--- config.mk ---
export PLATFORM = sky130hd
export DESIGN_NAME = spiral_mcm_pipe
export DESIGN_NICKNAME = d
export VERILOG_FILES = /design/src/rtl/spiral_mcm_pipe.sv
export SDC_FILE = /design/constraint.sdc
export NUM_CORES = 1
export LEC_CHECK = 0
export ABC_AREA = 1
export CORE_UTILIZATION = 40
export DETAILED_ROUTE_END_ITERATION = 16
export DONT_BUFFER_PORTS = 1
export PLACE_DENSITY = 0.58
export SYNTH_ARGS = -nofsm -noshare
export SYNTH_HDL_FRONTEND = slang
export SYNTH_SLANG_ARGS = --single-unit
export TNS_END_PERCENT = 20
--- constraint.sdc ---
create_clock -name clk -period 3.5 [get_ports clk]
set_input_delay 1.05 -clock clk [delete_from_list [all_inputs] [get_ports clk]]
set_output_delay 1.05 -clock clk [all_outputs]
set_load 0.02 [all_outputs]
--- src/rtl/spiral_mcm_pipe.sv ---
// Two-stage shift-add multiple-constant multiplier for the HEVC partial butterflies.
// Stage 1 holds the shared odd partials (x1, x3, x5, x9); stage 2 holds the eight lane sums.
module spiral_mcm_pipe #(
    parameter int IN_W  = 19,
    parameter int OUT_W = IN_W + 7,
    parameter int TAG_W = 8
) (
    input  logic                 clk,
    input  logic                 rst,
    input  logic                 i_valid,
    output logic                 o_ready,
    input  logic [IN_W-1:0]      i_data,
    input  logic [1:0]           i_mode,
    input  logic [TAG_W-1:0]     i_tag,
    output logic                 o_valid,
    input  logic                 i_ready,
    output logic [8*OUT_W-1:0]   o_data,
    output logic [1:0]           o_mode,
    output logic [TAG_W-1:0]     o_tag
);
    localparam int EXT_W = OUT_W - IN_W;

    logic               w_en;
    logic [OUT_W-1:0]   w_x1;
    logic [OUT_W-1:0]   w_x3;
    logic [OUT_W-1:0]   w_x5;
    logic [OUT_W-1:0]   w_x9;
    logic [OUT_W-1:0]   w_lane [8];
    logic [8*OUT_W-1:0] w_sum;

    logic               r_s1_valid;
    logic [1:0]         r_s1_mode;
    logic [TAG_W-1:0]   r_s1_tag;
    logic [OUT_W-1:0]   r_x1;
    logic [OUT_W-1:0]   r_x3;
    logic [OUT_W-1:0]   r_x5;
    logic [OUT_W-1:0]   r_x9;

    logic               r_o_valid;
    logic [1:0]         r_o_mode;
    logic [TAG_W-1:0]   r_o_tag;
    logic [8*OUT_W-1:0] r_o_data;

    // Valid/ready: a beat moves across a port on any cycle where both valid and ready
    // are high; valid must hold with stable data until then. One enable stalls both stages.
    assign w_en    = ~r_o_valid | i_ready;
    assign o_ready = w_en | rst;

    // Widen before shifting so every partial and lane sum is exact in OUT_W bits.
    assign w_x1 = {{EXT_W{i_data[IN_W-1]}}, i_data};
    assign w_x3 = (w_x1 << 1) + w_x1;
    assign w_x5 = (w_x1 << 2) + w_x1;
    assign w_x9 = (w_x1 << 3) + w_x1;

    always_ff @(posedge clk) begin
        if (rst) begin
            r_s1_valid <= 1'b0;
            r_s1_mode  <= 2'd0;
            r_s1_tag   <= '0;
            r_x1       <= '0;
            r_x3       <= '0;
            r_x5       <= '0;
            r_x9       <= '0;
        end else if (w_en) begin
            r_s1_valid <= i_valid;
            if (i_valid) begin
                r_s1_mode <= i_mode;
                r_s1_tag  <= i_tag;
                r_x1      <= w_x1;
                r_x3      <= w_x3;
                r_x5      <= w_x5;
                r_x9      <= w_x9;
            end
        end
    end

    always_comb begin
        for (int k = 0; k < 8; k++) begin
            w_lane[k] = '0;
        end
        case (r_s1_mode)
            2'd0: begin
                w_lane[0] = r_x1 << 6;                   // 64
                w_lane[1] = (r_x5 << 4) + r_x3;          // 83
                w_lane[2] = r_x9 << 2;                   // 36
            end
            2'd1: begin
                w_lane[0] = (r_x5 << 4) + r_x9;          // 89
                w_lane[1] = (r_x9 << 3) + r_x3;          // 75
                w_lane[2] = (r_x3 << 4) + (r_x1 << 1);   // 50
                w_lane[3] = r_x9 << 1;                   // 18
            end
            2'd2: begin
                w_lane[0] = (r_x5 << 4) + (r_x5 << 1);   // 90
                w_lane[1] = (r_x3 << 5) - r_x9;          // 87
                w_lane[2] = r_x5 << 4;                   // 80
                w_lane[3] = (r_x5 << 4) - (r_x5 << 1);   // 70
                w_lane[4] = (r_x3 << 4) + r_x9;          // 57
                w_lane[5] = (r_x5 << 3) + r_x3;          // 43
                w_lane[6] = (r_x5 << 2) + r_x5;          // 25
                w_lane[7] = r_x9;                        // 9
            end
            default: ;
        endcase
    end

    always_comb begin
        w_sum = '0;
        for (int k = 0; k < 8; k++) begin
            w_sum[k*OUT_W +: OUT_W] = w_lane[k];
        end
    end

    always_ff @(posedge clk) begin
        if (rst) begin
            r_o_valid <= 1'b0;
            r_o_mode  <= 2'd0;
            r_o_tag   <= '0;
            r_o_data  <= '0;
        end else if (w_en) begin
            r_o_valid <= r_s1_valid;
            if (r_s1_valid) begin
                r_o_mode <= r_s1_mode;
                r_o_tag  <= r_s1_tag;
                r_o_data <= w_sum;
            end
        end
    end

    assign o_valid = r_o_valid;
    assign o_mode  = r_o_mode;
    assign o_tag   = r_o_tag;
    assign o_data  = r_o_data;
endmodule

* Word-level counts from Yosys, hierarchy flattened *
Index checks and enable logic that the tools add are counted.

word-level totals
  bits in read-only memories = 0
  flip-flop bits (word level) = 327
  output and inout port bits = 220
  memories = 0
  RAM bits = 0
  latch bits = 0

operators by class
  shift operators = 0
  bitwise gates (word level) = 3
  magnitude comparators = 0
  equality and inequality tests = 2
  $add $sub $neg = 13
  reductions and logical operators = 3
  div/mod/pow operators = 0
  multiplexer cells = 3
  multiply operators = 0

operator list
  kind                  count
  $pmux W78 S3          1
  $add A26 B26 Y26      8
  $mux W104             1
  $pmux W26 S2          1
  $sub A26 B26 Y26      2
  $add A22 B19 Y23      1
  $add A21 B19 Y22      1
  $add A20 B19 Y21      1
  $reduce_and A2 Y1     2
  $eq A2 B1 Y1 const B  1
  $eq A2 B2 Y1 const B  1
  $logic_not A2 Y1      1
  $or A1 B1 Y1          2
  $not A1 Y1            1

* Longest topological paths before layout *
  depth in word-level cells = 3
  gate-level depth with buffers = 20

* Worst setup path before layout *
Ideal clock, no wire load.

  path kind = input-to-reg
  start point = input i_data[0]
  end point = register r_x3[17]
  stages = 15
  required time = 3.387 ns
  setup slack = 0.808 ns
  path buffers = 0
  arrival time = 2.579 ns
  path through = ha_1 -> inv_1 -> fa_1 -> inv_1 -> nand3_1 -> nand2_1 -> nand3_1 -> nand2_1 -> inv_2 -> o21bai_2 -> nand3_1 -> nand3_1 -> nand2_1 -> o21ai_1 -> inv_1

on the way
  longest elaborated chain between the ends = 1

RTL lines
  what                  line  source
  start, declared       12    input logic [IN_W-1:0] i_data,
  $add A20 B19 Y21      51    assign w_x3 = (w_x1 << 1) + w_x1;
  end signal, assigned  70    r_x3 <= w_x3;
  end, declared         35    logic [OUT_W-1:0] r_x3;

Every way passes these cells.
A chain may end at the register's enable or synchronous reset.

* Worst setup path after layout *
  start point = register r_x3[17]
  end point = register r_o_data[47] (netlist: o_data[47])

on the way
  longest elaborated chain between the ends = 2

RTL lines
  what                                 line    source
  $add A26 B26 Y26 (on tied branches)  89, 84
  $pmux W78 S3 *                       81      case (r_s1_mode)
  end signal, assigned                 125     r_o_data <= w_sum;
  end, declared                        42      logic [8*OUT_W-1:0] r_o_data;

Mark *: on every way between the ends. The rest lies on a longest branch, timed or not.

==> metrics.md <==
| Metric | Value |
|---|---|
| Status | complete, no violations |
| Delay-heaviest family, CP | simple AND/OR/NAND/NOR gates |
| Final hold violation count | 0 |
| Yosys Warn Count | 0 |
| Fillers | a little under 7000 |
| Cts bufs inserted | 36 |
| DR iter-0 viols | around 2600 |
| Clock transition at the registers of the reported paths | 0.06 ns |
| Cell Rows | between 90 and 100 |
| Setup Fix Bufs, Post-CTS | 0 |
| DP HPWL | roughly 90000 um |
| # hold bufs at CTS | 0 |
| Buffers on Ports | 0 |
| Sequential power share | 0.306 |
| Peak supply drop | approximately 0.37 mV |
| Die height | 255 um |
| Slew headroom | 0.369 |
| DR DRC count | 0 |
| Max Cap Viol | 0 |
| Tot Pwr | ~13000 uW |
| Register area share after synthesis | 0.226 |
| Crit path max fanout | 7 |
| WP data required | between 3 and 4 ns |
| Post-Route Setup TNS | 0 ns |
| Placed cells | 4979 |
| Top post-synthesis cells by area | dfxtp_1 (23%), nand2_1 (18%), ha_1 (11%) |
| Reg-to-reg slack, setup | just under 0.5 ns |
| Final min period | between 3 and 4 ns |
| Min-delay src | r_s1_tag[2] |
| Die Wd | ~250 um |
| Comb pwr share | 0.391 |
| Clock root buffer | clkbuf_16 |
| Via density | around 5.6 |
| Non-Filler Instances | approximately 5000 |
| Pin count of the biggest net entering global routing | between 200 and 250 |
| FF+latch area | roughly 0.0058 mm^2 |
| Hold Path Sink | o_tag[2] |
| Hold Crit Class | register to register |
| Core area | approximately 0.063 mm^2 |
| Slew Viols, Final | 0 |
| WP buf/inv | 1 |
| CP Launch Type | register |
| Clock share of power | 0.303 |
| Setup CP Type | register to register |
| Most frequent cells in the layout | nand2_1 (1253), a21oi_1 (461), inv_1 (457), nor2_1 (343), nand3_1 (294) |
| Crit-path max cell delay | between 0.9 and 1 ns |
| Slowest CP cell | dfxtp_1 |
| #FFs+latches synth | approximately 290 |
| RR Startpoint | r_x3[17] |
| Area of the multi-input gates | 0.0173 mm^2 |
| Initial antenna violation count | 1 |
| Yosys cell types | 61 |
| H-tree depth | 2 |
| Ys async rst share | 0 |
| Initial Util | 0.405 |
| Crit path cell chain | ha_1 -> nand2_1 -> nor2_1 -> inv_1 -> nor2_1 -> nand3_1 -> nand4_1 -> nand3_1 -> nand3_1 -> nand2_1 -> a21oi_1 |
| Gr ovfl total | 0 |
| Most frequent cell on the critical path | nand3_1 |
| Commonest non-fill, non-tap cell in the layout | nand2_1 |
| Vias | about 28000 |
| WL final | 113000 um |
| CTS tree | done |
| Worst Clk Skew | 0.0247 ns |
| R2R depth | 11 |
| Global-route wire length before repair | around 160000 um |
| Post-DRT Antenna Nets | 0 |
| Pre-CTS setup slack | ~0.58 ns |
| Layout Nets | between 4000 and 5000 |
| Crit end category | register |
| Top cell type's share of synthesized area | 0.226 |
| Final WS setup | about 0.48 ns |
| Measured slew at the worst slew-check pin | 0.944 ns |
| Switching share of power | 0.434 |
| Avg Cell Area, Syn | between 6 and 7 um^2 |
| Layout cells sized above 1 | 0.0591 |
| Clock Path Buffers | 3 |
| Fin util | 0.440 |
| RSZ-0062 raised after global routing | false |
| Diode count | 0 |
| Die area | 0.0650 mm^2 |
| Clock latency on the worst-skew pair | 0.58 ns |
| Final period util | 0.863 |
| Resize count post-CTS | 0 |
| Leak Pwr | roughly 0.013 uW |
| First drt pass iteration count | 6 |
| Vias in the first global route | 26200 |
| Top-Level Pins | between 200 and 300 |
| Net load switching power | around 5600 uW |
| Synth Cell Area | ~0.026 mm^2 |
| Routability Congestion | 1.02 |
| Hold Path Cell Cnt | 2 |
| Post-Syn Instances | 4200 |
| Critical Path AT | around 3.5 ns |
| Final setup viols | 0 |
| Pwr dens | 463 mW/mm^2 |
| Gr usage total | 0.342 |
| Post-synth top area cell | dfxtp_1 |
| Internal cell power | ~7300 uW |
| Fmax | approximately 330 MHz |
| R2r endpoint | o_data[47] |
| Synth Flop Type | dfxtp_1 |
| Routed length per placed instance | around 22 um |
| Number of synthesized flops with an enable pin | 0 |
| Sink Count | 289 |
| Area Growth Syn to Fin | 8.75% |
==> how the worst max path moves through the flow <==
stage                             from    endpoint  slack (ns)  depth (start not counted)
after CTS                 r_s1_mode[0]  o_data[17]        0.54                         16
after global routing      r_s1_mode[0]  o_data[13]        0.28                         15
after floorplan              i_data[0]    r_x3[17]        0.81                         15
after detailed placement  r_s1_mode[0]  o_data[17]        0.58                         16
final                         r_x3[17]  o_data[47]        0.48                         11
after global placement    r_s1_mode[0]  o_data[24]        0.58                         16
==> kinds of logic after synthesis <==
group                    share of synthesized area
adder cells (fa/ha/maj)                      0.120
flip-flops                                   0.226
AND/OR/NAND/NOR                              0.342
AO/OA/AOI/OAI                                0.197
other                                     0.000147
buffers and inverters                       0.0998
XOR/XNOR                                    0.0140
==> state kept, by name, summed over array words and instances (netlist names) <==
| name | flops |
|---|---|
| o_data | 191 |
| r_x3 | 20 |
| r_x5 | 19 |
| r_x9 | 19 |
| r_x1 | 18 |
| o_tag | 8 |
| r_s1_tag | 8 |
| o_mode | 2 |
| r_s1_mode | 2 |
| o_valid | 1 |
| r_s1_valid | 1 |
==> cells in the mapped netlist, drive strengths merged, types with 9 or more instances <==
library cell / number
a21oi: 479
clkbuf: 65
and2: 9
o22ai: 22
buf: 74
a32o: 9
nand3: 299
o21ai: 287
o21bai: 23
nand4: 52
nand3b: 29
nand2: 1266
a21o: 30
xor2: 28
o211ai: 13
ha: 232
dfxtp: 289
fa: 9
inv: 489
nor2: 366
xnor2: 13
or2: 22
nor3: 33
==> tightest hold or removal path, delay by kind of cell, from the launching register on <==
kind             cells  cell delay [ns]
flip-flops           1             0.32
AND/OR/NAND/NOR      2             0.13
==> layout make-up <==
class,instances,area share
clock inverters,19,0.00701
flip-flops and latches,289,0.208
well taps,846,0.0380
multi-input cells,3281,0.620
repair buffers,71,0.0228
clock buffers,47,0.0371
inverters,492,0.0668
==> power groups by stage <==
stage | clock [uW] | sequential, uW | combinational [uW]
final | 3910 | 3940 | 5040
after global routing | 4090 | 3930 | 5540
after CTS | 3980 | 3910 | 4920
after detailed placement | 0 | 3990 | 4890
after global placement | 0 | 3990 | 4920
after floorplan | 0 | 3810 | 3390
==> metrics by stage <==
stage          hold WS [ns]  area [um^2]
6_report              0.483        27800
5_1_grt               0.503        27800
3_3_place_gp          0.463        26600
3_5_place_dp          0.473        26600
4_1_cts               0.488        27800
2_1_floorplan         0.448        25600
==> per-layer routing <==
metal | global-route usage | up-vias | wire length (um)
met4 | 0.205 | 0 | 7550
met3 | 0.0510 | 224 | 9280
met2 | 0.516 | 1139 | 47400
met5 | 0 | - | 0
met1 | 0.460 | 13000 | 49200
li1 | - | 13900 | -
(Power assumes the default switching activity.)
